**src/rtl/mua_stream_encoder.sv**
```systemverilog
// rtl/mua_stream_encoder.sv - per-bin spike-count entropy encoder with MSB-first word packing
module mua_stream_encoder #(
  parameter int NUM_CH              = 4,
  parameter int SPIKE_RATE_BIT      = 3,
  parameter int NUM_SYM             = 5,
  parameter int ENCODER_NUM_BIT     = 2,
  parameter int MAX_CODEWORD_LENGTH = 4,
  parameter int LENGTH_WIDTH        = 3,
  parameter int OUT_W               = 16,
  localparam int SYM_W   = (NUM_SYM > 1) ? $clog2(NUM_SYM) : 1,
  localparam int ENTRY_W = LENGTH_WIDTH + MAX_CODEWORD_LENGTH
) (
  input  logic                                clk,
  input  logic                                rst_n,
  input  logic                                bin_finish,
  input  logic [NUM_CH*SPIKE_RATE_BIT-1:0]    spike_number,
  input  logic [NUM_CH*ENCODER_NUM_BIT-1:0]   encoder_sel,
  input  logic                                cfg_we,
  input  logic [ENCODER_NUM_BIT-1:0]          cfg_table,
  input  logic [SYM_W-1:0]                    cfg_sym,
  input  logic [ENTRY_W-1:0]                  cfg_data,
  output logic [OUT_W-1:0]                    out_data,
  output logic                                out_valid,
  input  logic                                out_ready,
  output logic                                out_last,
  output logic                                busy,
  output logic                                overrun
);

  localparam int NUM_TABLES = 2 ** ENCODER_NUM_BIT;
  localparam int MAX_CL     = MAX_CODEWORD_LENGTH;
  localparam int SRB        = SPIKE_RATE_BIT;
  localparam int ENB        = ENCODER_NUM_BIT;
  localparam int ACC_W      = OUT_W + MAX_CL - 1;
  localparam int FILL_W     = $clog2(ACC_W + 1);
  localparam int CH_W       = (NUM_CH > 1) ? $clog2(NUM_CH) : 1;

  localparam logic [CH_W-1:0]         LAST_CH = CH_W'(NUM_CH - 1);
  localparam logic [SRB-1:0]          SAT_CNT = SRB'(NUM_SYM - 1);
  localparam logic [SYM_W-1:0]        SAT_SYM = SYM_W'(NUM_SYM - 1);
  localparam logic [LENGTH_WIDTH-1:0] MAX_LEN = LENGTH_WIDTH'(MAX_CL);
  localparam logic [FILL_W-1:0]       FILL_OUT_W = FILL_W'(OUT_W);
  localparam logic [FILL_W-1:0]       FILL_ACC_W = FILL_W'(ACC_W);

  typedef enum logic [1:0] {S_IDLE, S_ENCODE, S_EMIT, S_FLUSH} state_t;

  state_t                       state;
  logic [CH_W-1:0]              ch;
  logic [NUM_CH*SRB-1:0]        cnt_q;
  logic [NUM_CH*ENB-1:0]        sel_q;
  logic [ACC_W-1:0]             acc;
  logic [FILL_W-1:0]            fill;
  logic [ENTRY_W-1:0]           cb [NUM_TABLES][NUM_SYM];

  logic [SRB-1:0]               cnt_cur;
  logic [ENB-1:0]               sel_cur;
  logic [SYM_W-1:0]             sym_cur;
  logic [ENTRY_W-1:0]           entry;
  logic [LENGTH_WIDTH-1:0]      len_raw;
  logic [LENGTH_WIDTH-1:0]      len_eff;
  logic [MAX_CL-1:0]            cw_raw;
  logic [MAX_CL-1:0]            cw_m;
  logic [FILL_W-1:0]            fill_new;
  logic [FILL_W-1:0]            shamt;
  logic [ACC_W-1:0]             acc_app;
  logic [ACC_W-1:0]             acc_sh;
  logic [FILL_W-1:0]            fill_sh;

  // Power-on codebook: a short prefix-free code favouring low spike counts.
  function automatic logic [ENTRY_W-1:0] default_entry(input int sym);
    logic [LENGTH_WIDTH-1:0] l;
    logic [MAX_CL-1:0]       c;
    case (sym)
      0:       begin l = LENGTH_WIDTH'(1); c = MAX_CL'(1); end
      1:       begin l = LENGTH_WIDTH'(2); c = MAX_CL'(1); end
      2:       begin l = LENGTH_WIDTH'(3); c = MAX_CL'(1); end
      3:       begin l = LENGTH_WIDTH'(4); c = MAX_CL'(0); end
      4:       begin l = LENGTH_WIDTH'(4); c = MAX_CL'(1); end
      default: begin l = LENGTH_WIDTH'(1); c = MAX_CL'(0); end
    endcase
    return {l, c};
  endfunction

  // Codebook storage; programmable only while no bin is in flight.
  always_ff @(posedge clk or negedge rst_n) begin
    if (!rst_n) begin
      for (int t = 0; t < NUM_TABLES; t++)
        for (int s = 0; s < NUM_SYM; s++)
          cb[t][s] <= default_entry(s);
    end else if (cfg_we && state == S_IDLE && ({1'b0, cfg_sym} < (SYM_W+1)'(NUM_SYM))) begin
      cb[cfg_table][cfg_sym] <= cfg_data;
    end
  end

  // Look up the current channel's codeword and form the appended/shifted accumulator.
  always_comb begin
    cnt_cur = cnt_q[int'(ch)*SRB +: SRB];
    sel_cur = sel_q[int'(ch)*ENB +: ENB];
    sym_cur = (cnt_cur >= SAT_CNT) ? SAT_SYM : SYM_W'(cnt_cur);
    entry   = cb[sel_cur][sym_cur];
    len_raw = entry[ENTRY_W-1 -: LENGTH_WIDTH];
    cw_raw  = entry[MAX_CL-1:0];
    // Oversized programmed lengths are clamped so the accumulator can never overflow.
    len_eff = (len_raw > MAX_LEN) ? MAX_LEN : len_raw;
    cw_m    = '0;
    for (int i = 0; i < MAX_CL; i++)
      cw_m[i] = cw_raw[i] & (i < int'(len_eff));
    fill_new = fill + FILL_W'(len_eff);
    shamt    = FILL_ACC_W - fill_new;
    acc_app  = acc | (ACC_W'(cw_m) << shamt);
    acc_sh   = acc << OUT_W;
    fill_sh  = fill - FILL_OUT_W;
  end

  // Bin sequencing: snapshot, append one channel per cycle, emit full words, flush the tail.
  always_ff @(posedge clk or negedge rst_n) begin
    if (!rst_n) begin
      state     <= S_IDLE;
      ch        <= '0;
      cnt_q     <= '0;
      sel_q     <= '0;
      acc       <= '0;
      fill      <= '0;
      out_data  <= '0;
      out_valid <= 1'b0;
      out_last  <= 1'b0;
      busy      <= 1'b0;
      overrun   <= 1'b0;
    end else begin
      if (bin_finish && state != S_IDLE)
        overrun <= 1'b1;
      case (state)
        S_IDLE: begin
          if (bin_finish) begin
            cnt_q <= spike_number;
            sel_q <= encoder_sel;
            ch    <= '0;
            acc   <= '0;
            fill  <= '0;
            busy  <= 1'b1;
            state <= S_ENCODE;
          end
        end
        S_ENCODE: begin
          acc  <= acc_app;
          fill <= fill_new;
          if (fill_new >= FILL_OUT_W) begin
            out_data  <= acc_app[ACC_W-1 -: OUT_W];
            out_valid <= 1'b1;
            out_last  <= (ch == LAST_CH) && (fill_new == FILL_OUT_W);
            state     <= S_EMIT;
          end else if (ch == LAST_CH) begin
            // An empty tail (all zero-length codes) presents nothing.
            out_data  <= acc_app[ACC_W-1 -: OUT_W];
            out_valid <= (fill_new != '0);
            out_last  <= (fill_new != '0);
            state     <= S_FLUSH;
          end else begin
            ch <= ch + 1'b1;
          end
        end
        S_EMIT: begin
          if (out_ready) begin
            acc  <= acc_sh;
            fill <= fill_sh;
            if (ch == LAST_CH) begin
              if (fill_sh != '0) begin
                out_data  <= acc_sh[ACC_W-1 -: OUT_W];
                out_valid <= 1'b1;
                out_last  <= 1'b1;
                state     <= S_FLUSH;
              end else begin
                out_valid <= 1'b0;
                out_last  <= 1'b0;
                busy      <= 1'b0;
                state     <= S_IDLE;
              end
            end else begin
              out_valid <= 1'b0;
              out_last  <= 1'b0;
              ch        <= ch + 1'b1;
              state     <= S_ENCODE;
            end
          end
        end
        S_FLUSH: begin
          if (!out_valid || out_ready) begin
            acc       <= '0;
            fill      <= '0;
            out_valid <= 1'b0;
            out_last  <= 1'b0;
            busy      <= 1'b0;
            state     <= S_IDLE;
          end
        end
        default: state <= S_IDLE;
      endcase
    end
  end

endmodule

```
**config.mk**
```make
export PLATFORM = sky130hd
export DESIGN_NAME = mua_stream_encoder
export DESIGN_NICKNAME = d
export VERILOG_FILES = /design/src/rtl/mua_stream_encoder.sv
export SDC_FILE = /design/constraint.sdc
export NUM_CORES = 1
export LEC_CHECK = 0
export ABC_AREA = 0
export CORE_AREA = 3 3 176 178
export CTS_CLUSTER_SIZE = 12
export DETAILED_ROUTE_END_ITERATION = 10
export DIE_AREA = 0 0 179 181
export PLACE_DENSITY = 0.54
export SYNTH_ARGS = -nofsm -noshare
export SYNTH_HDL_FRONTEND = slang
export SYNTH_SLANG_ARGS = --single-unit
```
**constraint.sdc**
```tcl
create_clock -name clk -period 8.4 [get_ports clk]
set_input_delay 1.68 -clock clk [delete_from_list [all_inputs] [get_ports clk]]
set_output_delay 1.68 -clock clk [all_outputs]
set_load 0.1 [all_outputs]
```
==> results of run 1 <==
[layout make-up]
cell class	instances	area [um2]	share of cell area, %
Sequential cell	208	5260	44.1
Multi-Input combinational cell	559	4710	39.5
Clock buffer	35	713	5.98
Timing Repair Buffer	63	617	5.17
Tap cell	390	488	4.09
Clock inverter	9	75.1	0.630
Inverter	16	60.1	0.504
[power by group through the flow]
stage	clock (mW)	combinational (mW)	sequential [mW]
6_report	1.04	2.43	1.45
5_1_grt	1.11	2.64	1.49
4_1_cts	1.06	2.42	1.45
3_5_place_dp	0	2.41	1.47
3_3_place_gp	0	2.39	1.47
2_1_floorplan	0	1.67	1.62
[per-stage QoR]
stage,area (um2),hold slack [ns]
2_1_floorplan,10200,0.444
3_3_place_gp,11100,0.453
3_5_place_dp,11100,0.454
4_1_cts,11900,0.474
5_1_grt,11900,0.479
6_report,11900,0.464
[routing by layer]
layer / part of all wire (%) / global-route usage, % / vias up
li1: - / - / 3128
met1: 49 / 24.4 / 3469
met2: 44 / 23.8 / 162
met3: 4.7 / 2.33 / 38
met4: 2.0 / 3.99 / 0
met5: 0 / 0 / -
[cell usage after synthesis, types with 14 or more instances]
cell type / number
nand3_1: 23
o21ai_0: 20
mux2i_1: 49
mux2_2: 166
nand2_1: 57
dfstp_2: 40
dfrtp_1: 168
a21oi_1: 23
nor2_1: 51
a31oi_1: 14
inv_1: 14
clkbuf_1: 30
mux4_2: 17
[placed cells by master, fill, tap and decap left out, types with 3 or more instances in the layout]
cell / count
clkdlybuf4s50_1: 55
buf_4: 7
dfrtp_1: 168
clkinv_2: 6
o21ai_0: 20
a31oi_1: 14
o22ai_1: 7
nor2b_1: 12
a22o_1: 11
mux2i_1: 49
a22oi_1: 8
nand2_1: 57
o21bai_1: 4
nor2_1: 51
mux4_2: 17
clkbuf_16: 25
a21o_1: 7
nor3_1: 6
a21oi_1: 23
dfstp_2: 40
nand3_1: 23
nand2b_1: 8
mux2_2: 166
inv_1: 14
o211ai_1: 5
and3_1: 3
ha_1: 9
o21ai_1: 6
clkbuf_8: 6
clkbuf_1: 5
[path summary, 6_finish.rpt]
check	from	end	slack [ns]
max	ch[0]	out_data[15]	1.91
min	overrun	overrun	0.46
max reg2reg	ch[0]	out_data[15]	1.91
min reg2reg	overrun	overrun	0.46
max in group asynchronous	rst_n	cb[7]	5.84
min in group asynchronous	rst_n	out_data[8]	1.20
[sequential cells by signal, indices dropped and copies added (netlist names)]
| name | cells |
|---|---|
| overrun | 1 |
| sel_q | 8 |
| cb | 140 |
| out_last | 1 |
| out_valid | 1 |
| busy | 1 |
| ch | 2 |
| state | 2 |
| out_data | 16 |
| cnt_q | 12 |
| acc | 19 |
| fill | 5 |
[cell families (layout without fill, tap and decap cells)]
kind of cell,after synthesis,after routing,share of synthesized area [%]
AOI/OAI and AO/OA,135,135,9.34
xor gates and xnor gates,4,4,0.342
adders and majority gates,10,10,1.29
buffers and inverters,60,123,2.70
DFF,208,208,51.3
muxes,235,235,27.2
and+or+nand+nor,175,175,7.88
==> metrics.cfg, run 1 <==
[power]
cellLeakagePower_nw=5.25
netSwitchingPower_mw=2.12
finalPower_mw=4.92
p_seq_share_pct=29.5
clkPwrFrac_pct=21.1
ir_drop_mv=0.187
intPower_mw=2.80
switching_share_pct=43.1
pwr-share-comb_pct=49.4
power.density_mw_per_mm2=412

[routing]
post_drt_wl_per_cell_um=19.8
via_count=6797
wl_mm=25.3
drt_pre_antenna_iters=4
route.detailed.drc=0
drtIter0Drc=376
postRouteAntennaNets=0
vias_per_cell=5.31

[clock_tree]
hold_buffers=0
worstSkewPairLatency_ns=0.52
tritoncts=done
cts_root_buf=clkbuf_16
cts_buffers=24
post-cts-setup-buffers=0
cts-resized-gates=0
cts_sinks=208
cts.path.max_buffers=3
htreeDepth=1
cts.clk_slew.worst_paths_ns=0.06

[final_layout]
layout-drive-gt1-share_pct=32.1
final_core_util_pct=40.3
n_fill_cell=2845
finalNetCount=919
syn_to_final_growth_pct=16.4
stdcell_count=1280
diodes=0

[timing]
drv_slew=0
period_minus_slack_ns=6.49
final_hold_viol_count=0
fin_crit_sh_pct=77.3
fin_worst_skew_ns=0.0127
fin_ws_ns=1.91
tns_ns=0
rsz0062_at_grt=false
relSlewSlack_pct=14.1
tightest_slew_ns=1.27
setup_viol=0
fmax_ghz=0.154

[floorplan]
rows=63
core_area_mm2=0.0296
pin_count=57
dieArea_mm2=0.0324
initial_core_util_pct=34.7
die-height_um=181
fp.dieW_um=179

[yosys]
synth_nets=874
netlist_area_mm2=0.0102
synth-edff-count=0
netlist_instances=827
yosysTopAreaCellShare_pct=41.0
synthArstFlopShare_pct=100
yosysWarnings=0
syn_area_per_cell_um2=12.4
ys.flop_type=dfrtp_1
synthTopCellsByArea=dfrtp_1 (41%), mux2_2 (18%), dfstp_2 (10%)
yosysTopAreaCell=dfrtp_1
ys_ff_latch=208
ys_types=72
ys_seq_area_share_pct=51.3

[grt]
grt_max_degree=83
track_usage_pct=16.0
grt_pass1_vias=7032
grt_pass1_wl_mm=41.2
grt_overflow=0
antenna_found_initial=0

[job]
drv_cap=0

[placement]
place_congestion=0.838
dp.cells=1236
dp_slack_ns=1.99
dp_hpwl_mm=17.2
portBuffers=56

[setup_path]
critical_path.cell_chain=mux4_2 > buf_4 > nor2b_1 > nand2_1 > nand3_1 > o211ai_4 > nor2b_1 > ha_1 > inv_1 > fa_1 > xnor2_1 > clkinv_1 > ha_1 > xor2_1 > nand2_1 > nor2_1 > nand2_1 > o21ai_0 > o21bai_1 > a22o_1
critPathLaunchType=flip-flop
crit_slowest_cell=mux4_2
worst_ep_arrival_time_ns=6.94
r2r_cells=20
end_kind=flip-flop
crit_path_max_incr_delay_ns=0.88
worstSetupPathType=reg -> reg
cpMostUsedCell=nand2_1
cp.depth=20
critPathBufInv=3
required_ns=8.85
timing.critical_path.max_delay_family=simple AND/OR/NAND/NOR gates
worst-path-max-fanout=31

[min_path]
min_path_type=reg -> reg
whs_path_depth=1

[outcome]
status=complete, no violations

(Power assumes the default switching activity.)
==> run 2, diff against run 1 <==
- clock period: 8.4 -> 6.3 ns (I/O delays scaled with it)
==> run 2 against run 1 <==
Sequential power grew 34%. Worst setup slack lost 1.1 ns. Cell area grew 0.36%. Count of clock-buffer cells in the layout grew 1. Global-route usage is essentially flat. Wire length shrank 0.24%. Clock power grew 38%. Via count shrank 1.4%. Hold slack lost 0.0032 ns. Core utilization grew 0.14 points. Critical path type unchanged. Critical endpoint is now acc[10].
==> metrics.cfg, run 2 (synthesis gave the netlist of run 1 again) <==
[clock_tree]
cts_sinks=208
hold_buffers=0
tritoncts=done
cts_buffers=24
cts-resized-gates=0
cts.clk_slew.worst_paths_ns=0.06
cts_root_buf=clkbuf_16
post-cts-setup-buffers=0
cts.path.max_buffers=3
htreeDepth=1
worstSkewPairLatency_ns=0.53

[routing]
drtIter0Drc=470
post_drt_wl_per_cell_um=19.7
drt_pre_antenna_iters=5
vias_per_cell=5.22
via_count=6700
wl_mm=25.3
postRouteAntennaNets=0
route.detailed.drc=0

[power]
ir_drop_mv=0.258
cellLeakagePower_nw=5.27
finalPower_mw=6.61
power.density_mw_per_mm2=553

[timing]
setup_viol=0
drv_slew=0
final_hold_viol_count=0
fin_worst_skew_ns=0.0270
relSlewSlack_pct=22.0
rsz0062_at_grt=false
period_minus_slack_ns=5.49
tightest_slew_ns=1.15
tns_ns=0
fin_crit_sh_pct=87.1
fmax_ghz=0.182

[final_layout]
layout_common_cells=dfrtp_1 (168), mux2_2 (166), nand2_1 (57)
layout-drive-gt1-share_pct=31.9
largest-register=cb
syn_to_final_growth_pct=16.8
final_common_cell=dfrtp_1
largest_reg_flops=140
diodes=0
finalNetCount=922
largestRegisters=cb (140), acc (19), out_data (16)

[grt]
track_usage_pct=16.0
grt_pass1_wl_mm=41.4
grt_max_degree=109
grt_pass1_vias=7062
grt_overflow=0
antenna_found_initial=0

[floorplan]
pin_count=57
core_area_mm2=0.0296
fp.dieW_um=179
die-height_um=181
rows=63
dieArea_mm2=0.0324
initial_core_util_pct=34.7

[setup_path]
worst_ep_arrival_time_ns=5.93
worstSetupPathType=reg -> reg
r2r_cells=18
worst-path-max-fanout=25
required_ns=6.75
end_kind=flip-flop
reg2reg_from=ch[0]
critPathLaunchType=flip-flop
rrSetupSlack_ns=0.81
rr_endpoint=acc[10]

[min_path]
min_path_type=reg -> reg
min_from=overrun
hold_end=overrun
whs_path_depth=1

[job]
drv_cap=0

[placement]
portBuffers=56
dp_hpwl_mm=17.4
place_congestion=0.786

[outcome]
status=complete, no violations

## run 2: cell types whose count changed in the layout (fill, tap and decap cells not counted), sizes merged
cell and change:
clkbuf +1, bufinv +2, buf +3, inv +1, clkinv -3, clkinvlp -1
## run 2: per-layer routing
layer,wire (um),part of all wire (%),global-route usage [%]
met5,0,0,0
met4,370,1.5,3.18
met3,1060,4.2,2.10
met2,11700,47,25.4
met1,12100,48,23.5
## run 2: worst max-delay path by stage
stage           from           end  slack (ns)  depth (start not counted)
5_1_grt        ch[0]       acc[18]        0.34                         19
3_5_place_dp   ch[0]       acc[18]        0.83                         19
4_1_cts        ch[0]       acc[18]        0.80                         19
2_1_floorplan  ch[0]  out_data[15]        1.31                         22
6_report       ch[0]       acc[10]        0.81                         18
3_3_place_gp   ch[0]  out_data[11]        0.96                         18
## run 2: report_power, final
part	switching (mW)	leakage, nW	internal [mW]
Combinational	2.04	2.22	1.20
Clock	0.551	0.392	0.877
Sequential	0.211	2.65	1.73
Total	2.80	5.27	3.81
## run 2: cell type report
type | count | area, um2
fillers | 2818 | 17600
flip-flops and latches | 208 | 5260
multi-input cells | 559 | 4710
clock buffers | 36 | 687
repair buffers | 66 | 639
well taps | 390 | 488
clock inverters | 8 | 121
inverters | 16 | 60.1
## run 2: through the flow
| stage | hold slack, ns | utilization, % | worst slack (ns) | area, um2 | instances |
|---|---|---|---|---|---|
| after floorplan | 0.444 | - | 1.31 | 10200 | 827 |
| after detailed placement | 0.448 | 37.7 | 0.833 | 11200 | 1239 |
| after global placement | 0.447 | 37.7 | 0.965 | 11200 | 1239 |
| after global routing | 0.507 | 40.5 | 0.336 | 12000 | 1283 |
| after CTS | 0.468 | 40.5 | 0.804 | 12000 | 1283 |
| final | 0.461 | 40.5 | 0.815 | 12000 | 1283 |
## run 2: critical path: stages, from the launching register on
cell and delay, ns:
dfrtp_1 0.58, mux4_2 0.92, buf_4 0.39, nand3_1 0.11
nand3_1 0.13, o211ai_4 0.28, nor2b_1 0.17, ha_1 0.16
inv_1 0.05, fa_1 0.39, xnor2_1 0.21, clkinv_1 0.28
ha_1 0.33, xor2_1 0.32, nand2b_1 0.18, nor2_1 0.40
a31oi_1 0.14, o31ai_1 0.14, a21boi_1 0.21
==> run 3, diff against run 2 <==
- PLACE_DENSITY: 0.54 -> 0.53
- SLEW_MARGIN: unset -> 10
==> run 3 against run 2 <==
Cell area grew 0.14%. Sequential share of layout area shrank 0.060 points. Clock power is essentially flat. Register-to-register slack gained 0.05 ns. Maximum frequency grew 0.92%. Core utilization grew 0.055 points. Flip-flop and latch count is the same. Hold slack lost 0.0022 ns. Die area is the same. Critical endpoint is now acc[18]. Largest cell class unchanged. Highest routed layer unchanged.
==> metrics.cfg, run 3 (synthesis gave the netlist of run 1 again) <==
[timing]
fin_worst_skew_ns=0.0160
tightest_slew_ns=1.14
drv_slew=0
fin_ws_ns=0.865
rsz0062_at_grt=false
setup_viol=0
relSlewSlack_pct=22.9
period_minus_slack_ns=5.44
fin_crit_sh_pct=86.3
tns_ns=0
final_hold_viol_count=0
fmax_ghz=0.184

[clock_tree]
cts_sinks=208
htreeDepth=1
hold_buffers=0
worstSkewPairLatency_ns=0.52
tritoncts=done
cts.clk_slew.worst_paths_ns=0.06
cts-resized-gates=0
post-cts-setup-buffers=0
cts_buffers=24
cts_root_buf=clkbuf_16
cts.path.max_buffers=3

[setup_path]
startpoint=ch[0]
required_ns=6.73
worst_ep_arrival_time_ns=5.87
critPathLaunchType=flip-flop
reg2reg_from=ch[0]
end_kind=flip-flop
worstSetupPathType=reg -> reg
worst-path-max-fanout=15

[floorplan]
rows=63
dieArea_mm2=0.0324
die-height_um=181
fp.dieW_um=179
initial_core_util_pct=34.7
core_area_mm2=0.0296
pin_count=57

[grt]
grt_pass1_vias=6753
grt_pass1_wl_mm=39.9
antenna_found_initial=0
grt_overflow=0
track_usage_pct=15.5
grt_max_degree=106

[final_layout]
layout_common_cells=dfrtp_1 (168), mux2_2 (166), nand2_1 (57)
layout-drive-gt1-share_pct=32.4
largest-register=cb
stdcell_count=1284
final_common_cell=dfrtp_1
final_core_util_pct=40.5
largestRegisters=cb (140), acc (19), out_data (16)
finalNetCount=923
syn_to_final_growth_pct=16.9
diodes=0
largest_reg_flops=140

[outcome]
status=complete, no violations

[routing]
drt_pre_antenna_iters=6
vias_per_cell=5.24
post_drt_wl_per_cell_um=19.6
postRouteAntennaNets=0
wl_mm=25.2
drtIter0Drc=365
via_count=6725
route.detailed.drc=0

[placement]
dp_slack_ns=0.831
dp.cells=1240
portBuffers=56
place_congestion=0.842
dp_hpwl_mm=17.2

[power]
cellLeakagePower_nw=5.29
power.density_mw_per_mm2=551
finalPower_mw=6.60
ir_drop_mv=0.273

[min_path]
min_path_type=reg -> reg
min_from=overrun

[job]
drv_cap=0

[run 3: cell count changes in the layout (fill, tap and decap cells not counted), sizes merged]
cell      delta
buf          +1
bufinv       -2
clkbuf       +1
clkinv       +3
clkinvlp     -1
inv          -1
[run 3: final timing paths]
| check | cells after the start | end | slack (ns) |
|---|---|---|---|
| worst max-delay path | 20 | acc[18] | 0.86 |
| worst min-delay path | 1 | overrun | 0.46 |
| worst max register to register | 20 | acc[18] | 0.86 |
| worst min register to register | 1 | overrun | 0.46 |
| max in group asynchronous | 2 | cb[121] | 4.42 |
| min in group asynchronous | 1 | out_data[4] | 0.82 |
[run 3: layout make-up]
type                            instances  area, um2
Clock buffer                           37        741
Clock inverter                          7       63.8
Sequential cell                       208       5260
Fill cell                            2825      17600
Timing Repair Buffer                   67        659
Tap cell                              390        488
Multi-Input combinational cell        559       4710
Inverter                               16       60.1
[run 3: worst max-delay path: stages (launching register included)]
cell      delay (ns)
dfrtp_1         0.39
buf_4           0.19
mux4_2          0.68
nor2b_1         0.49
mux4_2          0.34
a31oi_4         0.10
o211ai_4        0.18
nor2b_1         0.18
ha_1            0.18
inv_1           0.06
fa_1            0.40
xnor2_1         0.21
clkinv_1        0.26
ha_1            0.32
xor2_1          0.29
nand2_1         0.16
nor2_1          0.35
nand2_1         0.12
o21bai_1        0.15
o21ba_2         0.17
o22ai_1         0.10
[run 3: report_power, final]
group | switching, mW | internal, mW
Clock | 0.550 | 0.848
Sequential | 0.197 | 1.73
Combinational | 2.05 | 1.22
Total | 2.80 | 3.80
[run 3: per-layer routing]
layer / up-vias / wire length (um) / track usage, %
li1: 3125 / - / -
met1: 3432 / 12400 / 23.8
met2: 136 / 11300 / 23.1
met3: 32 / 1080 / 2.27
met4: 0 / 430 / 3.65
met5: - / 0 / 0
[run 3: per-stage QoR]
stage          area [um2]  hold slack [ns]
6_report            12000            0.458
4_1_cts             12000            0.465
2_1_floorplan       10200            0.444
3_5_place_dp        11200            0.453
5_1_grt             12000            0.487
3_3_place_gp        11200            0.448
